--- src/rtl/mem_sram_if_pkg.sv ---
// rtl/mem_sram_if_pkg.sv - state encodings and constants for the MEM-stage SRAM interface
package mem_sram_if_pkg;

  typedef enum logic [2:0] {
    ST_IDLE     = 3'd0,
    ST_RD       = 3'd1,
    ST_WR_SETUP = 3'd2,
    ST_WR_PULSE = 3'd3,
    ST_WR_HOLD  = 3'd4,
    ST_DONE     = 3'd5
  } sram_state_e;

  localparam logic [3:0] BE_N_IDLE = 4'hF;

  // Wide enough to hold the larger of the two wait counts without wrapping.
  function automatic int unsigned cnt_width(input int unsigned a, input int unsigned b);
    return $clog2((a > b) ? a : b) + 1;
  endfunction

endpackage

--- src/rtl/mem_wait_timer.sv ---
// rtl/mem_wait_timer.sv - loadable down-counter with zero flag, shared by read wait and write pulse
module mem_wait_timer #(
  parameter int unsigned W = 2
) (
  input  logic         clk,
  input  logic         rst,
  input  logic         load_i,
  input  logic [W-1:0] load_val_i,
  input  logic         dec_i,
  output logic         zero_o
);

  logic [W-1:0] cnt_q, cnt_d;

  always_comb begin
    cnt_d = cnt_q;
    if (load_i) begin
      cnt_d = load_val_i;
    end else if (dec_i && (cnt_q != '0)) begin
      cnt_d = cnt_q - 1'b1;
    end
  end

  always_ff @(posedge clk or negedge rst) begin
    if (!rst) begin
      cnt_q <= '0;
    end else begin
      cnt_q <= cnt_d;
    end
  end

  assign zero_o = (cnt_q == '0);

endmodule

--- src/rtl/mem_sram_if.sv ---
// rtl/mem_sram_if.sv - MEM-stage to single-port 32-bit SRAM bus interface with stall, hold and flush
module mem_sram_if
  import mem_sram_if_pkg::*;
#(
  parameter int unsigned ADDR_W   = 20,
  parameter int unsigned RD_WAIT  = 2,
  parameter int unsigned WR_PULSE = 1
) (
  input  logic              clk,
  input  logic              rst,
  input  logic              mem_ce_i,
  input  logic              mem_we_i,
  input  logic [31:0]       mem_addr_i,
  input  logic [3:0]        mem_sel_i,
  input  logic [31:0]       mem_data_i,
  input  logic              mem_adv_i,
  input  logic              flush_i,
  output logic [31:0]       mem_data_o,
  output logic              done_o,
  output logic              stallreq_o,
  output logic [ADDR_W-1:0] sram_addr_o,
  output logic [31:0]       sram_data_o,
  input  logic [31:0]       sram_data_i,
  output logic              sram_oe_t,
  output logic              sram_ce_n,
  output logic              sram_oe_n,
  output logic              sram_we_n,
  output logic [3:0]        sram_be_n
);

  localparam int unsigned CNT_W = cnt_width(RD_WAIT, WR_PULSE);

  sram_state_e       state_q, state_d;
  logic              flushed_q, flushed_d;
  logic [3:0]        sel_q;
  logic [ADDR_W-1:0] addr_q;
  logic [31:0]       wdata_q, rdata_q;
  logic              ce_n_q, oe_n_q, we_n_q, oe_t_q;
  logic [3:0]        be_n_q;

  logic              latch, capture, tmr_load, tmr_dec, tmr_zero;
  logic [CNT_W-1:0]  tmr_val;
  logic              active_d;
  logic [3:0]        sel_cur;
  logic              unused_addr_bits;

  assign unused_addr_bits = ^{mem_addr_i[31:ADDR_W+2], mem_addr_i[1:0]};

  mem_wait_timer #(.W(CNT_W)) u_timer (
    .clk        (clk),
    .rst        (rst),
    .load_i     (tmr_load),
    .load_val_i (tmr_val),
    .dec_i      (tmr_dec),
    .zero_o     (tmr_zero)
  );

  always_comb begin
    state_d   = state_q;
    flushed_d = flushed_q;
    latch     = 1'b0;
    capture   = 1'b0;
    tmr_load  = 1'b0;
    tmr_dec   = 1'b0;
    tmr_val   = '0;
    case (state_q)
      ST_IDLE: begin
        flushed_d = 1'b0;
        if (mem_ce_i && !flush_i) begin
          latch = 1'b1;
          if (mem_we_i) begin
            state_d = ST_WR_SETUP;
          end else begin
            state_d  = ST_RD;
            tmr_load = 1'b1;
            tmr_val  = CNT_W'(RD_WAIT - 1);
          end
        end
      end
      ST_RD: begin
        if (flush_i) begin
          state_d = ST_IDLE;
        end else if (tmr_zero) begin
          capture = 1'b1;
          state_d = ST_DONE;
        end else begin
          tmr_dec = 1'b1;
        end
      end
      ST_WR_SETUP: begin
        if (flush_i) begin
          state_d = ST_IDLE;
        end else begin
          state_d  = ST_WR_PULSE;
          tmr_load = 1'b1;
          tmr_val  = CNT_W'(WR_PULSE - 1);
        end
      end
      ST_WR_PULSE: begin
        // A flush here must not truncate the pulse; remember it and skip DONE later.
        if (flush_i) flushed_d = 1'b1;
        if (tmr_zero) state_d = ST_WR_HOLD;
        else          tmr_dec = 1'b1;
      end
      ST_WR_HOLD: begin
        state_d = (flushed_q || flush_i) ? ST_IDLE : ST_DONE;
      end
      ST_DONE: begin
        if (flush_i || mem_adv_i) state_d = ST_IDLE;
      end
      default: state_d = ST_IDLE;
    endcase
  end

  assign active_d = (state_d == ST_RD) || (state_d == ST_WR_SETUP) ||
                    (state_d == ST_WR_PULSE) || (state_d == ST_WR_HOLD);
  assign sel_cur  = latch ? mem_sel_i : sel_q;

  // Strobes are registered from the next state so they line up with state_q glitch-free.
  always_ff @(posedge clk or negedge rst) begin
    if (!rst) begin
      state_q   <= ST_IDLE;
      flushed_q <= 1'b0;
      sel_q     <= '0;
      addr_q    <= '0;
      wdata_q   <= '0;
      rdata_q   <= '0;
      ce_n_q    <= 1'b1;
      oe_n_q    <= 1'b1;
      we_n_q    <= 1'b1;
      oe_t_q    <= 1'b0;
      be_n_q    <= BE_N_IDLE;
    end else begin
      state_q   <= state_d;
      flushed_q <= flushed_d;
      if (latch) begin
        sel_q   <= mem_sel_i;
        addr_q  <= mem_addr_i[ADDR_W+1:2];
        wdata_q <= mem_data_i;
      end
      if (capture) rdata_q <= sram_data_i;
      ce_n_q <= !active_d;
      oe_n_q <= (state_d != ST_RD);
      we_n_q <= (state_d != ST_WR_PULSE);
      oe_t_q <= active_d && (state_d != ST_RD);
      be_n_q <= active_d ? ~sel_cur : BE_N_IDLE;
    end
  end

  always_comb begin
    stallreq_o = 1'b0;
    if (!flush_i) begin
      case (state_q)
        ST_IDLE:                                        stallreq_o = mem_ce_i;
        ST_RD, ST_WR_SETUP, ST_WR_PULSE, ST_WR_HOLD:    stallreq_o = 1'b1;
        default:                                        stallreq_o = 1'b0;
      endcase
    end
  end

  assign done_o      = (state_q == ST_DONE);
  assign mem_data_o  = rdata_q;
  assign sram_addr_o = addr_q;
  assign sram_data_o = wdata_q;
  assign sram_ce_n   = ce_n_q;
  assign sram_oe_n   = oe_n_q;
  assign sram_we_n   = we_n_q;
  assign sram_oe_t   = oe_t_q;
  assign sram_be_n   = be_n_q;

endmodule
--- config.mk ---
export PLATFORM = sky130hd
export DESIGN_NAME = mem_sram_if
export DESIGN_NICKNAME = d
export VERILOG_FILES = /design/src/rtl/mem_sram_if_pkg.sv /design/src/rtl/mem_wait_timer.sv /design/src/rtl/mem_sram_if.sv
export SDC_FILE = /design/constraint.sdc
export NUM_CORES = 1
export LEC_CHECK = 0
export CORE_MARGIN = 5
export CORE_UTILIZATION = 30
export DETAILED_ROUTE_END_ITERATION = 8
export DONT_BUFFER_PORTS = 1
export MAX_ROUTING_LAYER = met4
export PLACE_DENSITY = 0.47
export SYNTH_ARGS = -nofsm -noshare
export SYNTH_HDL_FRONTEND = slang
export SYNTH_SLANG_ARGS = --single-unit
--- constraint.sdc ---
create_clock -name clk -period 2.4 [get_ports clk]
set_clock_uncertainty 0.1 [all_clocks]
set_input_delay 0.24 -clock clk [delete_from_list [all_inputs] [get_ports clk]]
set_output_delay 0.24 -clock clk [all_outputs]
set_load 0.05 [all_outputs]
==> reports/qor.yml, run 1 <==
run_status:
  outcome: "finished with violations"
  violations: "negative hold slack"
critical_path:
  crit_path_start: "state_q[2]$_DFF_PN0_"
  cp_max_fo: 54
  cp.buffers_inverters: 1
  max_stage_delay_ns: 0.48
  criticalPathCategory: "reg -> reg"
  slowest_stage: "dfrtp_1"
  cp_top_family: "simple AND/OR/NAND/NOR gates"
  end_kind: "flip-flop"
  reg2reg_from: "state_q[2]$_DFF_PN0_"
  cp.required_ns: 2.52
  critPathArrivalTime_ns: 2.08
  cp-start-kind: "flip-flop"
  critical_path.cell_chain: "nor3_2 > buf_4 > nand2_8 > mux2_4"
synthesis:
  synth.distinct_cells: 39
  synth_nets: 373
  netlist_instances: 266
  ys_seq_area_frac: 0.579
  synth_area_per_cell_um2: 16.6
  ys_seq_elements: 102
  syn_area_um2: 4430
  ys.warnings.count: 0
sta:
  min_period_ns: 1.96
  rsz0062_at_grt: "no"
  max_slew.worst_pin.slew_ns: 0.590
  worst_slew_margin_rel: 0.607
  fin_crit_sh: 0.817
  holdWs_ns: -0.511
  hold_viol_final: 102
  finalSetupTns_ns: 0
  drv_slew: 0
  setup_violations: 0
  fmax_ghz: 0.510
power_and_ir_drop:
  leakage_uw: 0.00262
  p_per_area_nw_per_um2: 1650
  irDropWorstVdd_uv: 606
cells_and_area:
  fin_nets: 461
  seqCellArea_um2: 2560
  fin_area_um2: 5730
  mostFrequentLayoutCells: "95 x dfrtp_1, 86 x dlygate4sd3_1, 78 x mux2_4"
  drive_gt1_frac: 0.337
  multiInputGateArea_um2: 1660
  final_util: 0.396
  area_growth_pct: 29.4
  layout_commonest_cell: "dfrtp_1"
  n_fill_cell: 1349
cts:
  post-cts-setup-buffers: 0
  clock_path_buffers: 2
  ctsHoldBuffers: 86
  root_buffer: "clkbuf_16"
  cts_buffers: 9
  clock_latency_ns: 0.34
  htreeDepth: 3
  cts_tree: "yes"
  cts_resized: 0
  clock_sinks: 102
  clk_pin_slew_ns: 0.07
place:
  hpwl_mm: 6.33
  portBuffers: 0
  placed_area_um2: 4530
  place.gp.congestion: 0.787
die:
  io_pins: 200
  start_util: 0.306
  rows: 44
  die_w_um: 131
  die_h_um: 131
  die-area_um2: 17300
  coreArea_um2: 14500
drt:
  vias: 2516
  ant_nets: 0
  met2_length_mm: 5.20
  wl_met1_mm: 4.05
  first_iter_violations: 83
  drc_errors: 0
  firstDrtPassIters: 4
  drt-vias-per-instance: 4.62
  wl_per_cell_um: 18.8
  highest_layer: "met4"
  routed_wl_mm: 10.2
  wl_met3_um: 784
grt:
  track_usage: 0.121
  grt.overflow.total: 0
  grt_pass1_wl_mm: 16.3
  grt_pass1_vias: 2810
  grt_start_max_net_pins: 103
  antenna_found_initial: 2
run:
  max_cap_violations: 0
worst_hold_path:
  hold_class: "in -> async"
routing by layer:
layer,GRT usage,vias up
met1,0.138,1282
met5,-,-
met3,0.0451,14
met2,0.194,103
met4,0.0446,0
li1,-,1117
worst register-to-register path: stages, from the launching register on:
cell and delay (ns):
dfrtp_1 0.48, nor3_2 0.22, buf_4 0.22, nand2_8 0.31
mux2_4 0.51
logic make-up (layout without fill, tap and decap cells):
kind of cell | count (synthesis) | after routing | share of synthesized area
AOI/OAI and AO/OA | 23 | 23 | 0.0348
adders and majority gates | 1 | 1 | 0.00283
buffers and inverters | 20 | 113 | 0.0467
DFF | 102 | 102 | 0.579
muxes | 85 | 85 | 0.282
other | 0 | 2 | 0
and+or+nand+nor | 35 | 35 | 0.0546
cells in the mapped netlist (all sizes together):
library cell / n / area, µm²
dfrtp: 95 / 2380
mux2: 85 / 1250
buf: 13 / 180
and3: 7 / 43.8
dfstp: 7 / 184
o21ai: 7 / 35.0
inv: 6 / 22.5
a21boi: 4 / 30.0
nand2b: 4 / 25.0
o221ai: 4 / 35.0
or2: 4 / 25.0
a31oi: 3 / 18.8
nor3: 3 / 20.0
a21oi: 2 / 10.0
nand2: 2 / 23.8
nand4: 2 / 12.5
nor2: 2 / 7.51
nor2b: 2 / 12.5
nor4: 2 / 12.5
a311o: 1 / 10.0
a31o: 1 / 8.76
and2: 1 / 6.26
and2b: 1 / 7.51
and3b: 1 / 8.76
clkbuf: 1 / 3.75
ha: 1 / 12.5
nand3b: 1 / 7.51
nand4b: 1 / 8.76
o22ai: 1 / 6.26
or3b: 1 / 8.76
or4bb: 1 / 11.3
state kept, by name (all words and copies together), names as in the netlist:
| register | cells |
|---|---|
| mem_data_o | 32 |
| sram_data_o | 32 |
| sram_addr_o | 20 |
| sel_q | 4 |
| sram_be_n | 4 |
| state_q | 3 |
| u_timer.cnt_q | 2 |
| flushed_q | 1 |
| sram_ce_n | 1 |
| sram_oe_n | 1 |
| sram_oe_t | 1 |
| sram_we_n | 1 |
stage by stage:
step | worst slack [ns] | power (µW) | cells | hold WS (ns)
floorplan | 0.309 | 7400 | 266 | -0.156
global placement | 0.494 | 7740 | 441 | -0.153
detailed placement | 0.466 | 7770 | 441 | -0.154
CTS | 0.445 | 9550 | 543 | -0.535
global route | 0.361 | 9830 | 545 | -0.540
finish | 0.439 | 9470 | 545 | -0.511
area by class of cell:
type                            instances  share of cell area
Multi-Input combinational cell        144               0.291
Inverter                                6             0.00393
Timing Repair Buffer                   91               0.159
Clock buffer                           12              0.0448
Clock inverter                          4              0.0135
Tap cell                              184              0.0402
Antenna cell                            2            0.000874
Sequential cell                       102               0.447
report_power, final:
| group | switching (µW) | leakage [µW] | internal (µW) |
|---|---|---|---|
| registers | 3370 | 0.00122 | 2530 |
| logic | 627 | 0.00124 | 1330 |
| clock network | 636 | 0.000163 | 978 |
worst paths after layout:
| check | cells past startpoint | slack, ns | end |
|---|---|---|---|
| setup reg to reg | 4 | 0.44 | sram_data_o[9]$_DFFE_PN0P_ |
| hold reg to reg | 2 | 0.45 | flushed_q$_DFFE_PN0P_ |
| max in group asynchronous | 0 | 2.47 | sram_be_n[2]$_DFF_PN1_ |
| setup / recovery | 4 | 0.44 | sram_data_o[9]$_DFFE_PN0P_ |
| min in group clk | 2 | 0.06 | state_q[0]$_DFF_PN0_ |
| hold / removal | 0 | -0.51 | sram_addr_o[19]$_DFFE_PN0P_ |
Note: power is estimated with default switching activity, not from simulation.
==> inputs of run 2 (changes only) <==
- clock period: 2.4 -> 2 ns (I/O delays scaled with it)
==> run 2 against run 1 <==
Against the previous run:
- critical path depth up 1
- highest routed layer unchanged
- critical endpoint is now mem_data_o[28]$_DFFE_PN0P_
- clock-buffer cell count down 2
- maximum frequency up 4.3%
- largest power group unchanged
- non-clock buffer count up 3
- the flow still finishes with violations (negative hold slack)
==> reports/qor.yml, run 2 (synthesized netlist as in run 1, its figures left out) <==
cts:
  htreeDepth: 3  # unchanged
  clock_latency_ns: 0.35  # about the same
  ctsHoldBuffers: 87  # +1.2%
  root_buffer: "clkbuf_16"
  clock_sinks: 102  # unchanged
  clk_pin_slew_ns: 0.07  # about the same
  clock_path_buffers: 2  # unchanged
  post-cts-setup-buffers: 0  # unchanged
  cts_tree: "yes"
  cts_buffers: 9  # unchanged
drt:
  ant_nets: 0  # unchanged
  firstDrtPassIters: 4  # unchanged
  wl_per_cell_um: 19.0  # +1.2%
  first_iter_violations: 97  # +17%
  vias: 2534  # +0.72%
  drt-vias-per-instance: 4.64  # +0.53%
  routed_wl_mm: 10.4  # +1.4%
  drc_errors: 0  # unchanged
grt:
  grt_pass1_wl_mm: 16.2  # -0.42%
  grt_start_max_net_pins: 103  # unchanged
  antenna_found_initial: 0  # -2
  track_usage: 0.123  # +0.00181
  grt_pass1_vias: 2863  # +1.9%
  grt.overflow.total: 0  # unchanged
critical_path:
  critical_path.cell_chain: "inv_1 > ha_1 > and3_2 > buf_12 > mux2_2"
  max_stage_delay_ns: 0.41  # -0.07 ns
  criticalPathCategory: "reg -> reg"
  cp_top_family: "flip-flops"
  cp.buffers_inverters: 2  # +1
  cp.required_ns: 2.14  # -0.38 ns
  cp-start-kind: "flip-flop"
  rrSetupSlack_ns: 0.12  # -0.32 ns
  critPathArrivalTime_ns: 2.02  # -0.06 ns
  cp_max_fo: 32  # -41%
  end_kind: "flip-flop"
  slowest_stage: "dfrtp_1"
sta:
  fmax_ghz: 0.532  # +4.3%
  fin_crit_sh: 0.940  # +0.123
  rsz0062_at_grt: "no"
  drv_slew: 0  # unchanged
  holdWs_ns: -0.562  # -0.0514 ns
  max_slew.worst_pin.slew_ns: 0.561  # -0.0292 ns
  setup_violations: 0  # unchanged
  finalSetupTns_ns: 0  # unchanged
  hold_viol_final: 102  # unchanged
  min_period_ns: 1.88  # -0.0804 ns
  worst_slew_margin_rel: 0.625  # +0.0185
cells_and_area:
  n_fill_cell: 1306  # -3.2%
  area_growth_pct: 29.5  # about the same
  layout_commonest_cell: "dfrtp_1"
  diodes: 0  # -2
  drive_gt1_frac: 0.348  # +0.0110
  layout.cells.non_filler: 546  # +0.18%
  fin_nets: 464  # +0.65%
  final_util: 0.396  # about the same
  mostFrequentLayoutCells: "95 x dfrtp_1, 87 x dlygate4sd3_1, 78 x mux2_4"
worst_hold_path:
  hold_class: "in -> async"
place:
  hpwl_mm: 6.32  # -0.26%
  place.gp.congestion: 0.730  # -7.3%
  portBuffers: 0  # unchanged
  dp_cells: 443  # +0.45%
power_and_ir_drop:
  total_power_uw: 11300  # +19%
  irDropWorstVdd_uv: 600  # -0.96%
  leakage_uw: 0.00262  # -0.10%
  p_per_area_nw_per_um2: 1970  # +19%
run:
  max_cap_violations: 0  # unchanged
die:
  start_util: 0.306  # unchanged
  die-area_um2: 17300  # unchanged
  die_w_um: 131  # unchanged
  io_pins: 200  # unchanged
  rows: 44  # unchanged
  die_h_um: 131  # unchanged
  coreArea_um2: 14500  # unchanged
run_status:
  violations: "negative hold slack"
  outcome: "finished with violations"
-- run 2: final cells by class --
type | count | area (µm²) | area share
clock buffer | 10 | 239 | 0.0417
clock inverter | 6 | 67.6 | 0.0118
tap | 184 | 230 | 0.0402
inverter | 6 | 26.3 | 0.00459
multi-input combinational | 144 | 1670 | 0.291
timing repair buffer | 94 | 936 | 0.163
sequential | 102 | 2560 | 0.447
-- run 2: per-layer routing --
layer	vias to the layer above	global-route usage	wire (µm)
met2	121	0.198	5110
met4	0	0.0560	326
met3	22	0.0528	839
li1	1121	-	-
met1	1270	0.131	4120
met5	-	-	0
-- run 2: repair_timing --
action | 4_1_cts | 5_1_grt
setup endpoints to repair | 0 | 1
hold endpoints to repair | 191 | 102
resized for setup | 0 | 2
-- run 2: stage by stage --
| stage | cell area (µm²) | setup WS, ns |
|---|---|---|
| global route | 5730 | 0.0320 |
| floorplan | 4430 | 0.366 |
| detailed placement | 4540 | 0.133 |
| global placement | 4540 | 0.162 |
| finish | 5730 | 0.120 |
| CTS | 5720 | 0.109 |
-- run 2: report_power, final --
part	internal [µW]	switching, µW	leakage [µW]
clock	1010	802	0.000145
sequential	3030	4010	0.00122
combinational	1620	792	0.00126
total	5660	5600	0.00262
-- run 2: final timing paths --
kind / start / to / cells after the start
max: u_timer.cnt_q[0]$_DFFE_PN0P_ / mem_data_o[28]$_DFFE_PN0P_ / 5
min: rst / sram_data_o[18]$_DFFE_PN0P_ / 0
max reg2reg: u_timer.cnt_q[0]$_DFFE_PN0P_ / mem_data_o[28]$_DFFE_PN0P_ / 5
min reg2reg: flushed_q$_DFFE_PN0P_ / flushed_q$_DFFE_PN0P_ / 2
max in group asynchronous: rst / sram_oe_n$_DFF_PN1_ / 0
min in group clk: mem_sel_i[2] / sel_q[2]$_DFF_PN0_ / 2
-- run 2: worst reg2reg max path, stage by stage (launching register included) --
cell	delay [ns]
dfrtp_1	0.41
inv_1	0.07
ha_1	0.32
and3_2	0.26
buf_12	0.24
mux2_2	0.38
==> inputs of run 3 (changes only) <==
- GPL_TIMING_DRIVEN: not set -> 0
- SYNTH_HIERARCHICAL: not set -> 1
- TNS_END_PERCENT: not set -> 5
==> run 3 against run 2 <==
Against the previous run:
- the flow still finishes with violations (negative hold slack)
- hold slack gained 0.014 ns
- final cell count shrank 1.3%
- synthesized area shrank 9.1%
- wire length shrank 11%
- via count shrank 3.0%
- die area shrank 8.5%
- critical path type is now reg -> out
==> reports/qor.yml, run 3 <==
run_status:
  outcome: "finished with violations"
  violations: "negative hold slack"
cts:
  clock_sinks: 102  # unchanged
  clk_pin_slew_ns: 0.07  # about the same
  clock_latency_ns: 0.34  # about the same
  cts_buffers: 9  # unchanged
  cts_tree: "yes"
  clock_path_buffers: 2  # unchanged
  ctsHoldBuffers: 91  # +4.6%
  post-cts-setup-buffers: 0  # unchanged
  root_buffer: "clkbuf_16"
  htreeDepth: 3  # unchanged
synthesis:
  ys_seq_area_frac: 0.637  # +0.0582
  netlist_instances: 256  # -3.8%
  syn_area_um2: 4020  # -9.1%
  synth_common_cells: "95 x dfrtp_1, 82 x mux2_2, 8 x nand3_1"
  synth_edf_count: 0  # unchanged
  synth_top_area_frac: 0.591  # +0.0540
  ys.warnings.count: 6  # +6
  ys_async_sr_fraction: 1.00  # unchanged
  yosysMostFrequentCell: "dfrtp_1"
  synth.distinct_cells: 36  # -7.7%
  ys_seq_elements: 102  # unchanged
  synthTopCellsByArea: "dfrtp_1 59%, mux2_2 23%, dfstp_2 4.6%"
  synth_largest_area_cell: "dfrtp_1"
  synth_top_flop_cell: "dfrtp_1"
  synth_nets: 363  # -2.7%
  synth_area_per_cell_um2: 15.7  # -5.6%
critical_path:
  crit_path_start: "state_q[1]$_DFF_PN0_"
  critPathArrivalTime_ns: 1.62  # -0.40 ns
  end_kind: "output port"
  rrSetupSlack_ns: 0.14  # +0.02 ns
  reg2reg_from: "state_q[1]$_DFF_PN0_"
  reg2reg_depth: 6  # +1
  criticalPathCategory: "reg -> out"
  cp_max_fo: 9  # -72%
  cp-start-kind: "flip-flop"
  cp.required_ns: 1.70  # -0.44 ns
grt:
  busiest_layer: "met2"
  grt_pass1_wl_mm: 15.1  # -6.9%
  grt_pass1_vias: 2721  # -5.0%
  grt_start_max_net_pins: 103  # unchanged
  antenna_found_initial: 0  # unchanged
  grt_use_met2: 0.186  # -0.0112
  grt.overflow.total: 0  # unchanged
  use_met1: 0.147  # +0.0159
  grt_use_met3: 0.0466  # -0.00618
  track_usage: 0.124  # +0.00108
sta:
  setup_violations: 0  # unchanged
  drv_slew: 0  # unchanged
  max_slew.worst_pin.slew_ns: 0.584  # +0.0232 ns
  worst_slew_margin_rel: 0.612  # -0.0132
  min_period_ns: 1.92  # +0.0427 ns
  fin_crit_sh: 0.962  # +0.0213
  holdWs_ns: -0.548  # +0.0139 ns
  rsz0062_at_grt: "no"
  hold_viol_final: 102  # unchanged
  fmax_ghz: 0.520  # -2.2%
cells_and_area:
  n_fill_cell: 1207  # -7.6%
  mostFrequentLayoutCells: "94 x dfrtp_1, 91 x dlygate4sd3_1, 82 x mux2_2"
  drive_gt1_frac: 0.355  # +0.00731
  layout_commonest_cell: "dfrtp_1"
  diodes: 0  # unchanged
  final_util: 0.417  # +0.0208
  fin_area_um2: 5500  # -4.1%
  area_growth_pct: 36.7
  fin_nets: 465  # +0.22%
drt:
  drc_errors: 0  # unchanged
  routed_wl_mm: 9.27  # -11%
  first_iter_violations: 86  # -11%
  vias: 2458  # -3.0%
  wl_per_cell_um: 17.2  # -9.7%
  drt-vias-per-instance: 4.56  # -1.7%
  ant_nets: 0  # unchanged
  firstDrtPassIters: 4  # unchanged
die:
  die_w_um: 126  # -4.3%
  die_h_um: 126  # -4.3%
  die-area_um2: 15800  # -8.5%
  io_pins: 200  # unchanged
  start_util: 0.305  # -0.000776
  rows: 42  # -4.5%
  coreArea_um2: 13200  # -8.9%
place:
  hpwl_mm: 6.20  # -1.9%
  place.gp.congestion: 0.728  # -0.22%
  portBuffers: 0  # unchanged
  placed_area_um2: 4250  # -6.5%
worst_hold_path:
  hold_class: "in -> async"
run:
  max_cap_violations: 0  # unchanged
==> run 3: worst paths after layout <==
path / endpoint
hold reg to reg: sel_q[2]$_DFF_PN0_
max in group asynchronous: sram_be_n[2]$_DFF_PN1_
hold / removal: state_q[0]$_DFF_PN0_
setup / recovery: stallreq_o
min in group clk: u_timer/cnt_q[0]$_DFFE_PN0P_
setup reg to reg: u_timer/cnt_q[1]$_DFFE_PN0P_
==> run 3: final cells by class <==
cell class | count | area [µm²] | share of cell area
sequential | 102 | 2560 | 0.466
timing repair buffer | 91 | 911 | 0.166
tap | 176 | 220 | 0.0401
inverter | 2 | 7.51 | 0.00137
clock inverter | 7 | 88.8 | 0.0162
clock buffer | 9 | 225 | 0.0410
multi-input combinational | 141 | 1400 | 0.255
buffer | 11 | 80.1 | 0.0146
==> run 3: kinds of logic (layout without fill, tap and decap cells) <==
kind of cell / Yosys count / count (layout) / synth area share
simple gates: 40 / 40 / 0.0675
other cells: 1 / 1 / 0.000933
fa+ha+maj: 1 / 1 / 0.00311
mux: 89 / 89 / 0.252
compound gates: 10 / 10 / 0.0180
flops: 102 / 102 / 0.637
buf+inv: 13 / 120 / 0.0218
==> run 3: repair_timing <==
action                                 4_1_cts  5_1_grt
setup endpoints to repair                    3        3
endpoints found under the hold margin      198      102
gates resized for setup                      3        3
==> run 3: per-stage QoR <==
stage / TNS [ns] / setup slack [ns] / cells / hold slack (ns)
after global placement: -0.0824 / -0.0491 / 432 / -0.193
after CTS: 0 / 0.0425 / 539 / -0.571
final: 0 / 0.0769 / 539 / -0.548
after detailed placement: -0.128 / -0.0718 / 432 / -0.193
after floorplan: 0 / 0.234 / 256 / -0.196
after global routing: 0 / 0.00167 / 539 / -0.579
==> run 3: worst max-delay path, cell delays in order (launching register included) <==
cell and delay (ns):
dfrtp_2 0.47, nor2_2 0.22, nor2b_1 0.10, nor3_4 0.49
==> run 3: layer usage <==
layer | up-vias | routed length, µm
met5 | - | 0
met4 | 0 | 219
met3 | 15 | 884
met2 | 118 | 4390
met1 | 1216 | 3770
li1 | 1109 | -
Power of run 3 is left out: the tool's default activity adds up to more than one toggle a clock period on the data nets, which glitch-free logic cannot reach.
